<file path="src/rtl/cpu_pkg.sv">
// Shared datapath encodings and constants for the phase-2 ALU path.
package cpu_pkg;
  localparam int DATA_WIDTH = 32;

  localparam logic OP_MUL = 1'b0;
  localparam logic OP_DIV = 1'b1;

  localparam logic [DATA_WIDTH-1:0] DIV0_QUOTIENT = 32'hFFFF_FFFF;

  typedef enum logic [1:0] {
    IDLE = 2'd0,
    CALC = 2'd1,
    FIX  = 2'd2
  } state_t;
endpackage

</file>
<file path="src/rtl/muldiv_step.sv">
// One iteration of the shared datapath: a radix-2 Booth step or a restoring-divide step.
module muldiv_step
  import cpu_pkg::*;
#(
  parameter int W = DATA_WIDTH
) (
  input  logic         op,
  input  logic [W:0]   acc,
  input  logic [W-1:0] q,
  input  logic         q_m1,
  input  logic [W-1:0] m,
  output logic [W:0]   acc_n,
  output logic [W-1:0] q_n,
  output logic         qm1_n
);
  logic [W:0]   mx;
  logic [W:0]   sum;
  logic [W:0]   sh;
  logic [W+1:0] diff;

  // Guard bit on acc keeps Booth add/sub of -2^(W-1) from overflowing.
  assign mx   = {m[W-1], m};
  assign sh   = {acc[W-1:0], q[W-1]};
  assign diff = {1'b0, sh} - {2'b00, m};

  always_comb begin
    sum   = acc;
    acc_n = acc;
    q_n   = q;
    qm1_n = q_m1;
    if (op == OP_MUL) begin
      case ({q[0], q_m1})
        2'b01:   sum = acc + mx;
        2'b10:   sum = acc - mx;
        default: sum = acc;
      endcase
      acc_n = {sum[W], sum[W:1]};
      q_n   = {sum[0], q[W-1:1]};
      qm1_n = q[0];
    end else if (!diff[W+1]) begin
      acc_n = diff[W:0];
      q_n   = {q[W-2:0], 1'b1};
    end else begin
      acc_n = sh;
      q_n   = {q[W-2:0], 1'b0};
    end
  end
endmodule

</file>
<file path="src/rtl/seq_muldiv32.sv">
// Iterative signed multiply / divide: one add-sub per clock, start/busy/done handshake.
module seq_muldiv32
  import cpu_pkg::*;
#(
  parameter int WIDTH = DATA_WIDTH
) (
  input  logic             clk,
  input  logic             clr,
  input  logic             start,
  input  logic             op,
  input  logic [WIDTH-1:0] a,
  input  logic [WIDTH-1:0] b,
  output logic             busy,
  output logic             done,
  output logic [WIDTH-1:0] result_hi,
  output logic [WIDTH-1:0] result_lo,
  output logic             div_by_zero
);
  localparam int CW = $clog2(WIDTH + 1);

  state_t           state;
  logic [CW-1:0]    cnt;
  logic             op_r;
  logic [WIDTH:0]   acc;
  logic [WIDTH-1:0] q;
  logic             q_m1;
  logic [WIDTH-1:0] m;
  logic [WIDTH-1:0] a_r;
  logic             neg_q;
  logic             neg_r;
  logic             div0;
  logic [WIDTH:0]   acc_n;
  logic [WIDTH-1:0] q_n;
  logic             qm1_n;

  function automatic logic [WIDTH-1:0] mag(input logic [WIDTH-1:0] v);
    return v[WIDTH-1] ? -v : v;
  endfunction

  muldiv_step #(.W(WIDTH)) u_step (
    .op    (op_r),
    .acc   (acc),
    .q     (q),
    .q_m1  (q_m1),
    .m     (m),
    .acc_n (acc_n),
    .q_n   (q_n),
    .qm1_n (qm1_n)
  );

  assign busy = (state != IDLE);

  always_ff @(posedge clk or negedge clr) begin
    if (!clr) begin
      state       <= IDLE;
      cnt         <= '0;
      op_r        <= OP_MUL;
      acc         <= '0;
      q           <= '0;
      q_m1        <= 1'b0;
      m           <= '0;
      a_r         <= '0;
      neg_q       <= 1'b0;
      neg_r       <= 1'b0;
      div0        <= 1'b0;
      done        <= 1'b0;
      div_by_zero <= 1'b0;
      result_hi   <= '0;
      result_lo   <= '0;
    end else begin
      done <= 1'b0;
      case (state)
        IDLE: if (start) begin
          op_r        <= op;
          a_r         <= a;
          cnt         <= CW'(WIDTH);
          acc         <= '0;
          q_m1        <= 1'b0;
          div_by_zero <= 1'b0;
          if (op == OP_MUL) begin
            m     <= a;
            q     <= b;
            div0  <= 1'b0;
            state <= CALC;
          end else begin
            // Divide runs on magnitudes; signs are re-applied in FIX.
            m     <= mag(b);
            q     <= mag(a);
            neg_q <= a[WIDTH-1] ^ b[WIDTH-1];
            neg_r <= a[WIDTH-1];
            div0  <= (b == '0);
            state <= (b == '0) ? FIX : CALC;
          end
        end
        CALC: begin
          acc  <= acc_n;
          q    <= q_n;
          q_m1 <= qm1_n;
          cnt  <= cnt - 1'b1;
          if (cnt == CW'(1)) state <= FIX;
        end
        FIX: begin
          done  <= 1'b1;
          state <= IDLE;
          if (op_r == OP_MUL) begin
            result_hi <= acc[WIDTH-1:0];
            result_lo <= q;
          end else if (div0) begin
            div_by_zero <= 1'b1;
            result_hi   <= a_r;
            result_lo   <= WIDTH'(DIV0_QUOTIENT);
          end else begin
            result_hi <= neg_r ? -acc[WIDTH-1:0] : acc[WIDTH-1:0];
            result_lo <= neg_q ? -q : q;
          end
        end
        default: state <= IDLE;
      endcase
    end
  end
endmodule

</file>
<file path="config.mk">
export PLATFORM = sky130hd
export DESIGN_NAME = seq_muldiv32
export DESIGN_NICKNAME = d
export VERILOG_FILES = /design/src/rtl/cpu_pkg.sv /design/src/rtl/muldiv_step.sv /design/src/rtl/seq_muldiv32.sv
export SDC_FILE = /design/constraint.sdc
export NUM_CORES = 1
export LEC_CHECK = 0
export ABC_AREA = 1
export CORE_AREA = 2 2 282 284
export CTS_CLUSTER_DIAMETER = 80
export DETAILED_ROUTE_END_ITERATION = 8
export DIE_AREA = 0 0 284 286
export PLACE_DENSITY_LB_ADDON = 0.08
export SETUP_SLACK_MARGIN = 0.1
export SLEW_MARGIN = 30
export SYNTH_ARGS = -nofsm -noshare
export SYNTH_HDL_FRONTEND = slang
export SYNTH_HIERARCHICAL = 1
export SYNTH_SLANG_ARGS = --single-unit
</file>
<file path="constraint.sdc">
create_clock -name clk -period 3.4 [get_ports clk]
set_clock_uncertainty 0.05 [all_clocks]
set_input_delay 0.85 -clock clk [delete_from_list [all_inputs] [get_ports clk]]
set_output_delay 0.85 -clock clk [all_outputs]
set_load 0.02 [all_outputs]
</file>
Word-level counts from Yosys, hierarchy flattened
Cells that the tools add are included.
{ "op_classes": {"addsub": 8, "eq_ne": 10, "n_mux": 34, "bitwise_logic": 1, "n_reduce_logical": 11} }
{ "op_table": {"columns": ["operator", "n"], "rows": [
  ["32-bit 2-to-1 mux", 12],
  ["33-bit one-hot mux with 2 select lines", 2],
  ["32-bit negation", 4],
  ["33-bit 2-to-1 mux", 3],
  ["32-bit one-hot mux with 2 select lines", 1],
  ["33-bit by 32-bit subtractor with 34-bit output", 1],
  ["33-bit adder", 1],
  ["33-bit subtractor", 1],
  ["32-bit zero test", 1],
  ["6-bit one-hot mux with 2 select lines", 1],
  ["2-bit inequality test (second input constant)", 5],
  ["2-bit 2-to-1 mux", 4],
  ["1-bit 2-to-1 mux", 7],
  ["6-bit by 1-bit equality test with 1-bit output (second input constant)", 1],
  ["6-bit 2-to-1 mux", 1],
  ["2-bit AND reduction", 3],
  ["3-bit AND reduction", 2],
  ["2-bit nonzero test", 3],
  ["6-bit by 1-bit subtractor with 6-bit output (second input constant)", 1],
  ["2-bit by 1-bit equality test with 1-bit output (second input constant)", 2],
  ["2-bit equality test (second input constant)", 2],
  ["1-bit one-hot mux with 2 select lines", 2],
  ["2-bit one-hot mux with 2 select lines", 1],
  ["4-bit AND reduction", 1],
  ["other kinds (2)", 2]
]} }
{ "word_totals": {"regBits": 208, "inputBits": 68, "wordCells": 79} }

Longest topological paths before layout
{ "depth": {"word_depth": 5, "mapped_depth": 27, "ltp_nobuf": 27} }

Modules after synthesis
Netlist, hierarchy kept.
{ "modules_own_cells": {"columns": ["mod", "instances", "cells_per_inst", "area_each_um2", "seq_area_each_um2"], "rows": [
  ["seq_muldiv32", 1, 1756, 12660.9, 5205.0],
  ["muldiv_step", 1, 1238, 6676.4, 0.0]
]} }

Least setup slack after synthesis
OpenSTA, ideal clock, no wires.
{ "synth_timing": {"path_type": "register to register", "start": "reg m[1]", "end": "reg acc[32]", "arrival_ns": 3.066, "t_required_ns": 3.229, "path_slack_ns": 0.163, "path_stages_with_launch": 26, "cell_sequence": "dfrtp_1 -> inv_1 -> ha_1 -> nand3_1 -> nor2_1 -> nor2_1 -> a21oi_1 -> nand2_1 -> nor2_2 -> o21ai_1 -> xor2_1 -> inv_1 -> ha_1 -> nand2_1 -> inv_1 -> nand2_1 -> nand2_1 -> nand2_1 -> nand2_1 -> a21oi_1 -> nand2_1 -> nand2_1 -> nand4_1 -> nand3_1 -> nand2_1 -> a22o_1"} }
{ "synth_between": {"elab_chain_cells": 4} }
{ "synth_lines": {"columns": ["element", "line", "text"], "rows": [
  ["start: declaration", "seq_muldiv32.sv:27", "logic [WIDTH-1:0] m;"],
  ["start signal: assignment", "seq_muldiv32.sv:87", "m <= mag(b);"],
  ["33-bit subtractor, or another cell as far along", "muldiv_step.sv:34", "2'b10: sum = acc - mx;"],
  ["33-bit one-hot mux with 2 select lines or 33-bit 2-to-1 mux (tied branches)", "muldiv_step.sv:32, muldiv_step.sv:40", null],
  ["33-bit 2-to-1 mux (*)", "muldiv_step.sv:31", "if (op == OP_MUL) begin"],
  ["via acc_n[32]", "seq_muldiv32.sv:32", "logic [WIDTH:0] acc_n;"],
  ["33-bit one-hot mux with 2 select lines (*)", "seq_muldiv32.sv:72", "case (state)"],
  ["end signal: assignment", "seq_muldiv32.sv:96", "acc <= acc_n;"],
  ["end: declaration", "seq_muldiv32.sv:24", "logic [WIDTH:0] acc;"]
]} }
Mark *: on every way through the listed nets, which the timed path passes. The rest lies on a longest branch.
A chain may end at the register's enable or synchronous reset.

Worst setup path in the final report
{ "layout_timing": {"start": "reg m[1]", "end": "reg acc[29]"} }
The elaborated chain is that of the path after synthesis.

==> flow_summary_export.csv <==
group,metric,value,unit
sta,fin_crit_sh,99.85,%
global_routing,grt_usage,23.52,%
clocking,clock_latency,0.56,ns
logic_synthesis,syn_area,0.01934,mm2
floorplan,core,0.07836,mm2
setup_path,regToRegSetupSlack,0.005,ns
clocking,path_clk_slew,0.05,ns
drt,routedWlPerCell,22.10,um
drt,initialDrtViolationCount,1566,
logic_synthesis,synth_compound_area_share,20.19,%
drt,first_pass_iters,8,
global_routing,grt_max_degree,73,
clocking,cts_buffers,34,
run,max_cap_viol_count,0,
setup_path,reg2reg_depth,25,
drt,drc,0,
sta,slew_viol_final,0,
logic_synthesis,yosysTopAreaCell,"dfrtp_1",
logic_synthesis,ys_ff_latch,208,
floorplan,start_util,24.68,%
layout,final_cells,4414,
floorplan,die_y,286,um
clocking,tritoncts,"yes",
floorplan,num_io_pins,135,
placement,io_buffers,134,
global_routing,grt_pass1_vias,21710,
sta,finalSetupViolations,0,
logic_synthesis,synth_adder_area_share,4.866,%
placement,placed_area,0.02344,mm2
setup_path,arrival,3.76,ns
logic_synthesis,muxShareOfSynthArea,0,%
setup_path,worst-setup-path-type,"reg -> reg",
sta,relSlewSlack,47.46,%
setup_path,path_delay_family,"simple AND/OR/NAND/NOR gates",
logic_synthesis,synthXorXnorAreaFrac,4.529,%
hold_path,hp-class,"in -> async",
global_routing,grt_pass1_wl,143900,um
setup_path,cp_slowest_cell,"dfrtp_1",
setup_path,crit_path_start_kind,"flop",
drt,ant_nets,0,
setup_path,worstReg2RegEnd,"acc[29]",
clocking,cts.sinks,208,
layout,fillers,8677,
global_routing,antenna_found_initial,1,
layout,drive_gt1_share,21.08,%
setup_path,r2r-start,"m[1]",
sta,min_period,3.395,ns
floorplan,die_w,284,um
layout,fin_nets,3479,
sta,rsz0062_at_grt,"yes",
placement,dp_cells,4326,
sta,worst_pin_slew,0.7799,ns
placement,dp_hpwl,78380,um
drt,viasPerCell,4.954,
clocking,h-tree-depth,2,
drt,wirelength,97570,um
run_status,status,"completed",
logic_synthesis,synth_top_family_by_area,"simple AND/OR/NAND/NOR gates",
setup_path,cp.buffers_inverters,5,
sta,fmax,294.6,MHz
setup_path,crit_path_end_kind,"flop",
logic_synthesis,synthTopCellsByArea,"dfrtp_1 (27%), nand2_1 (16%), inv_1 (6.4%)",
logic_synthesis,synth_simple_gate_area_share,33.52,%
floorplan,row_count,103,
placement,gp_congestion,0.9173,
sta,whs,0.2432,ns
logic_synthesis,syn_area_per_cell,6.459,um2
setup_path,max_stage_delay,0.38,ns
layout,syn2layout_area_growth,35.33,%
sta,hold_viol,0,
logic_synthesis,yosysSeqAreaShare,26.92,%
logic_synthesis,syn_nets,3136,
floorplan,die_area,0.08122,mm2
clocking,clockBufferDepth,3,
logic_synthesis,synth.distinct_cells,60,
setup_path,crit_top_cell,"nand2_1",
logic_synthesis,ys.warnings.count,6,
setup_path,cp_data_required_time,3.77,ns
global_routing,grt_overflow,0,
logic_synthesis,syn_inst,2994,
logic_synthesis,synth_top_area_share,26.92,%
layout,fin_area,0.02617,mm2
setup_path,worstPathMaxFanout,3,
clocking,cts-root-buf,"clkbuf_16",
drt,via_count,21870,
stage by stage:
stage,setup TNS [ns],worst slack [ns],util (%)
final,0,0.005138,33.40
after detailed placement,-6.770,-0.4793,29.92
after CTS,0,0.01385,32.52
after global placement,-6.425,-0.4770,29.92
after floorplan,0,0.1626,-
after global routing,-2.016,-0.2236,33.39
cells in the final DEF, fill, tap and decap left out, types with 22 or more instances in the layout:
master and n:
inv_1 314, a22oi_1 37, nor2_1 285, buf_4 260
a21oi_1 195, nand3_2 37, nand2_1 736, inv_2 29
dfrtp_1 207, clkbuf_16 35, a21oi_2 32, o21ai_1 49
ha_1 50, o21ai_0 207, clkdlybuf4s50_1 132, o211ai_1 29
nand4_1 35, xnor2_1 27, nand2_4 22, nor2_2 34
xor2_1 59, nand2_2 77, nand3_1 165
cell usage after synthesis (all sizes together):
library cell  instances
nand4                36
ha                   72
clkinv                7
nand3b               10
a21oi               233
or2                   2
a21o                  6
a21boi                1
o31ai                10
xor2                 72
clkbuf               44
a22o                  3
inv                 346
and2                  2
nand3               205
xnor2                28
a31oi                 5
o22ai                15
o21a                 12
and3                  1
nor2                344
fa                    2
a22oi                37
o32ai                 1
dfrtp               208
a32o                  4
buf                  65
nor3b                 1
o221ai                6
nor4                  3
nor3                 35
o21bai               13
nand2               838
o21ai               281
o211ai               46
metal layers:
| metal | vias up | routed length [um] | GRT usage [%] |
|---|---|---|---|
| met5 | - | 0 | 0 |
| met4 | 0 | 2559 | 6.039 |
| met3 | 112 | 4628 | 2.504 |
| met2 | 647 | 44000 | 37.85 |
| met1 | 10550 | 46380 | 33.47 |
| li1 | 10550 | - | - |
sequential cells by signal (all words and copies together) (netlist names):
signal	flops
result_hi	32
cnt	6
acc	33
op_r	1
m	32
div0	1
div_by_zero	1
neg_r	1
q	32
result_lo	32
done	1
neg_q	1
a_r	32
q_m1	1
state	2
cell type report:
cell class / instances / area [um2] / area share, %
flip-flops and latches: 208 / 5209 / 19.90
clock buffers: 51 / 996.0 / 3.806
repair buffers: 416 / 3628 / 13.87
diodes: 1 / 2.502 / 0.009563
multi-input cells: 2324 / 13500 / 51.60
well taps: 1050 / 1314 / 5.020
clock inverters: 11 / 182.7 / 0.6981
inverters: 353 / 1334 / 5.097
worst max-delay path by stage:
stage                         end  start  slack (ns)  cells after the start
after floorplan           acc[32]   m[1]        0.16                     25
after global placement    acc[32]   m[0]       -0.48                     23
after detailed placement  acc[32]   m[0]       -0.48                     23
after CTS                 acc[32]   m[1]        0.01                     22
after global routing      acc[30]   m[1]       -0.22                     24
final                     acc[29]   m[1]       0.005                     25
logic make-up (layout without fill, tap and decap cells):
group | after synthesis | count (layout)
xor gates and xnor gates | 100 | 100
adders and majority gates | 74 | 74
other | 0 | 1
AOI/OAI and AO/OA | 673 | 673
buffers and inverters | 462 | 831
and+or+nand+nor | 1477 | 1477
DFF | 208 | 208
worst reg2reg max path, stage by stage (launching register included):
cell and delay, ns:
dfrtp_1 0.38, inv_2 0.09, buf_6 0.10, nand4_1 0.12, nor3_2 0.13, buf_4 0.17, nand3_2 0.07, nand2_2 0.09
nand2_2 0.07, nor2_4 0.17, o21ai_2 0.10, xor2_1 0.16, ha_1 0.33, buf_4 0.16, nand2_4 0.07, buf_6 0.11
o21ai_1 0.10, a21oi_2 0.12, o21a_1 0.20, nand2_1 0.07, nand2_1 0.07, nand3_2 0.11, nand2_1 0.09, nand2_1 0.05
nand2_1 0.05, o21ai_1 0.06
repair_timing:
| item | in CTS | in global routing |
|---|---|---|
| hold buffers | 0 | 0 |
| setup buffers | 15 | 10 |
| setup endpoints to repair | 25 | 26 |
| pin swaps | 52 | 44 |
| gates resized for setup | 189 | 151 |
Power is left out: the tool's default activity adds up to more than one toggle a clock period on the data nets, which glitch-free logic cannot reach.
==> edit (same flow settings) <==
Register the inputs `start`, `op`, `a` and `b` before use. The logic sees them one clock later.
--- a/src/rtl/seq_muldiv32.sv
+++ b/src/rtl/seq_muldiv32.sv
@@ -18,4 +18,16 @@
 );
   localparam int CW = $clog2(WIDTH + 1);
+
+  logic start_q;
+  logic op_q;
+  logic [WIDTH-1:0] a_q;
+  logic [WIDTH-1:0] b_q;
+
+  always_ff @(posedge clk) begin
+    start_q <= start;
+    op_q    <= op;
+    a_q     <= a;
+    b_q     <= b;
+  end
 
   state_t           state;
@@ -71,24 +83,24 @@
       done <= 1'b0;
       case (state)
-        IDLE: if (start) begin
-          op_r        <= op;
-          a_r         <= a;
+        IDLE: if (start_q) begin
+          op_r        <= op_q;
+          a_r         <= a_q;
           cnt         <= CW'(WIDTH);
           acc         <= '0;
           q_m1        <= 1'b0;
           div_by_zero <= 1'b0;
-          if (op == OP_MUL) begin
-            m     <= a;
-            q     <= b;
+          if (op_q == OP_MUL) begin
+            m     <= a_q;
+            q     <= b_q;
             div0  <= 1'b0;
             state <= CALC;
           end else begin
             // Divide runs on magnitudes; signs are re-applied in FIX.
-            m     <= mag(b);
-            q     <= mag(a);
-            neg_q <= a[WIDTH-1] ^ b[WIDTH-1];
-            neg_r <= a[WIDTH-1];
-            div0  <= (b == '0);
-            state <= (b == '0) ? FIX : CALC;
+            m     <= mag(b_q);
+            q     <= mag(a_q);
+            neg_q <= a_q[WIDTH-1] ^ b_q[WIDTH-1];
+            neg_r <= a_q[WIDTH-1];
+            div0  <= (b_q == '0);
+            state <= (b_q == '0) ? FIX : CALC;
           end
         end
Formal check against the unedited RTL: not equivalent (Yosys sat finds a counterexample within 4 cycles, from zero or initial values).
==> edit against the original RTL <==
The flow now finishes with violations (setup timing). Via count grew 3.9%. Sequential share of layout area is 3.8 points higher. Setup slack lost 32 ps. Synthesized area is 7.0% higher. Fmax shrank 0.94%. Hold slack worse by 69 ps. Cell area is 5.4% higher. Wire length grew 6.8%. Cell count increased by 3.3%. Sequential cell count is 66 higher. Critical endpoint is now acc[32]. Highest routed layer unchanged.
==> edit: results (changes against the original RTL) <==
- Final setup fails: 1 (+1)
- Diode count: 0 (-1)
- Final net count: 3623 (+4.1%)
- Min Hold Slack: 175 ps (-68.6 ps)
- TritonCTS buffer count: 39 (+15%)
- GR Util met2: 42.6% (+4.8 points)
- Gpl congestion: 0.946 (+3.1%)
- Clock Tree Buf Depth: 3 (unchanged)
- Via/cell ratio: 4.98 (+0.53%)
- CP max FO: 4 (+1)
- Status: complete, but fails checks
- Grt met3 use: 2.14% (-0.37 points)
- Vias in the first global route: 22431 (+3.3%)
- Initial antenna violation count: 2 (+1)
- Worst EP arrival: 3850 ps (+90 ps)
- Gr usage total: 25.0% (+1.5 points)
- Largest net degree at the start of global routing: 64 (-12%)
- Fill count: 8642 (-0.40%)
- Failing checks: setup timing
- FFs w/ async S/R, synth: 75.9% (-24 points)
- Post-DP HPWL: 84100 µm (+7.3%)
- Setup slack at placement: -472 ps (+7.73 ps)
- DRT iter0 DRCs: 1745 (+11%)
- First-pass GRT wire length: 152000 µm (+5.6%)
- Slew @ Worst Pin: 825 ps (+45.1 ps)
- Share of layout cells above drive strength 1: 19.7% (-1.3 points)
- Post-synth cell types: 58 (-3.3%)
- Final setup margin: -26.9 ps (-32.1 ps)
- Clock latency on the worst-skew pair: 590 ps (+30 ps)
- Top cells by count, synth: nand2_1 (843), inv_1 (354), nor2_1 (336), o21ai_0 (271), a21oi_1 (214)
- GR Util met1: 34.2% (+0.73 points)
- Syn_nets: 3266 (+4.1%)
- Drt pass-1 iters: 5 (-3)
edit: layout make-up:
cell class                 instances  share of cell area, %
sequential                       274                   23.7
timing repair buffer             424                   13.4
inverter                         371                   5.05
tap                             1050                   4.76
clock inverter                    20                  0.780
clock buffer                      51                   4.08
multi-input combinational       2371                   48.3
edit: path summary, 6_finish.rpt:
kind | depth (start not counted) | start | endpoint
setup / recovery | 24 | m[4] | acc[32]
hold / removal | 1 | clr | result_lo[1]
setup reg to reg | 24 | m[4] | acc[32]
hold reg to reg | 2 | a_r[2] | a_r[2]
max in group asynchronous | 2 | clr | q[2]
min in group clk | 2 | a_r[2] | a_r[2]
edit: cells by family (layout without fill, tap and decap cells):
logic type	count (synthesis)	after routing	synth area share [%]
DFF	274	274	31.5
AOI/OAI and AO/OA	663	663	18.7
and+or+nand+nor	1548	1548	32.2
xor gates and xnor gates	86	86	3.64
buffers and inverters	479	866	9.45
adders and majority gates	74	74	4.55
edit: power by group:
part | total [W] | switching (W) | internal (W)
combinational | 0.0276 | 0.0167 | 0.0109
sequential | 0.00566 | 0.00125 | 0.00441
clock | 0.00427 | 0.00175 | 0.00252
total | 0.0376 | 0.0197 | 0.0178
edit: per-stage QoR:
stage          cells  utilization (%)  instance area, µm²  total power, W  setup TNS, ps
2_1_floorplan   3124                -               20700          0.0193              0
3_3_place_gp    4468             31.8               24900          0.0302          -7080
3_5_place_dp    4468             31.8               24900          0.0301          -6180
4_1_cts         4554             34.5               27000          0.0361              0
5_1_grt         4561             35.2               27600          0.0403          -2370
6_report        4561             35.2               27600          0.0376          -26.9
edit: routing by layer:
layer	vias up	part of all wire, %
li1	10985	-
met1	10981	46
met2	627	47
met3	120	3.7
met4	0	2.7
met5	-	0
edit: repair_timing:
item	in CTS	in global routing
buffers inserted	15	7
cloned	0	0
hold buffers	0	0
setup endpoints to repair	26	30
gates resized for setup	179	120
pin swaps	52	50
edit: critical path, cell delays in order, from the launching register on:
cell and delay [ps]:
dfrtp_1 420, inv_2 70, nand4_1 160, nor3_2 180, buf_4 160, nand3_4 70, nand2_4 100, nand2_4 60
nor2_4 180, o21ai_2 100, xor2_1 180, ha_1 350, nand2_1 80, nand2_1 60, inv_2 60, nor2_2 30
nor2_2 130, nand2_1 80, a21oi_2 130, nand2_1 80, nand2_2 80, nand4_1 110, nand3_2 100, nand2_1 60
a22o_1 200
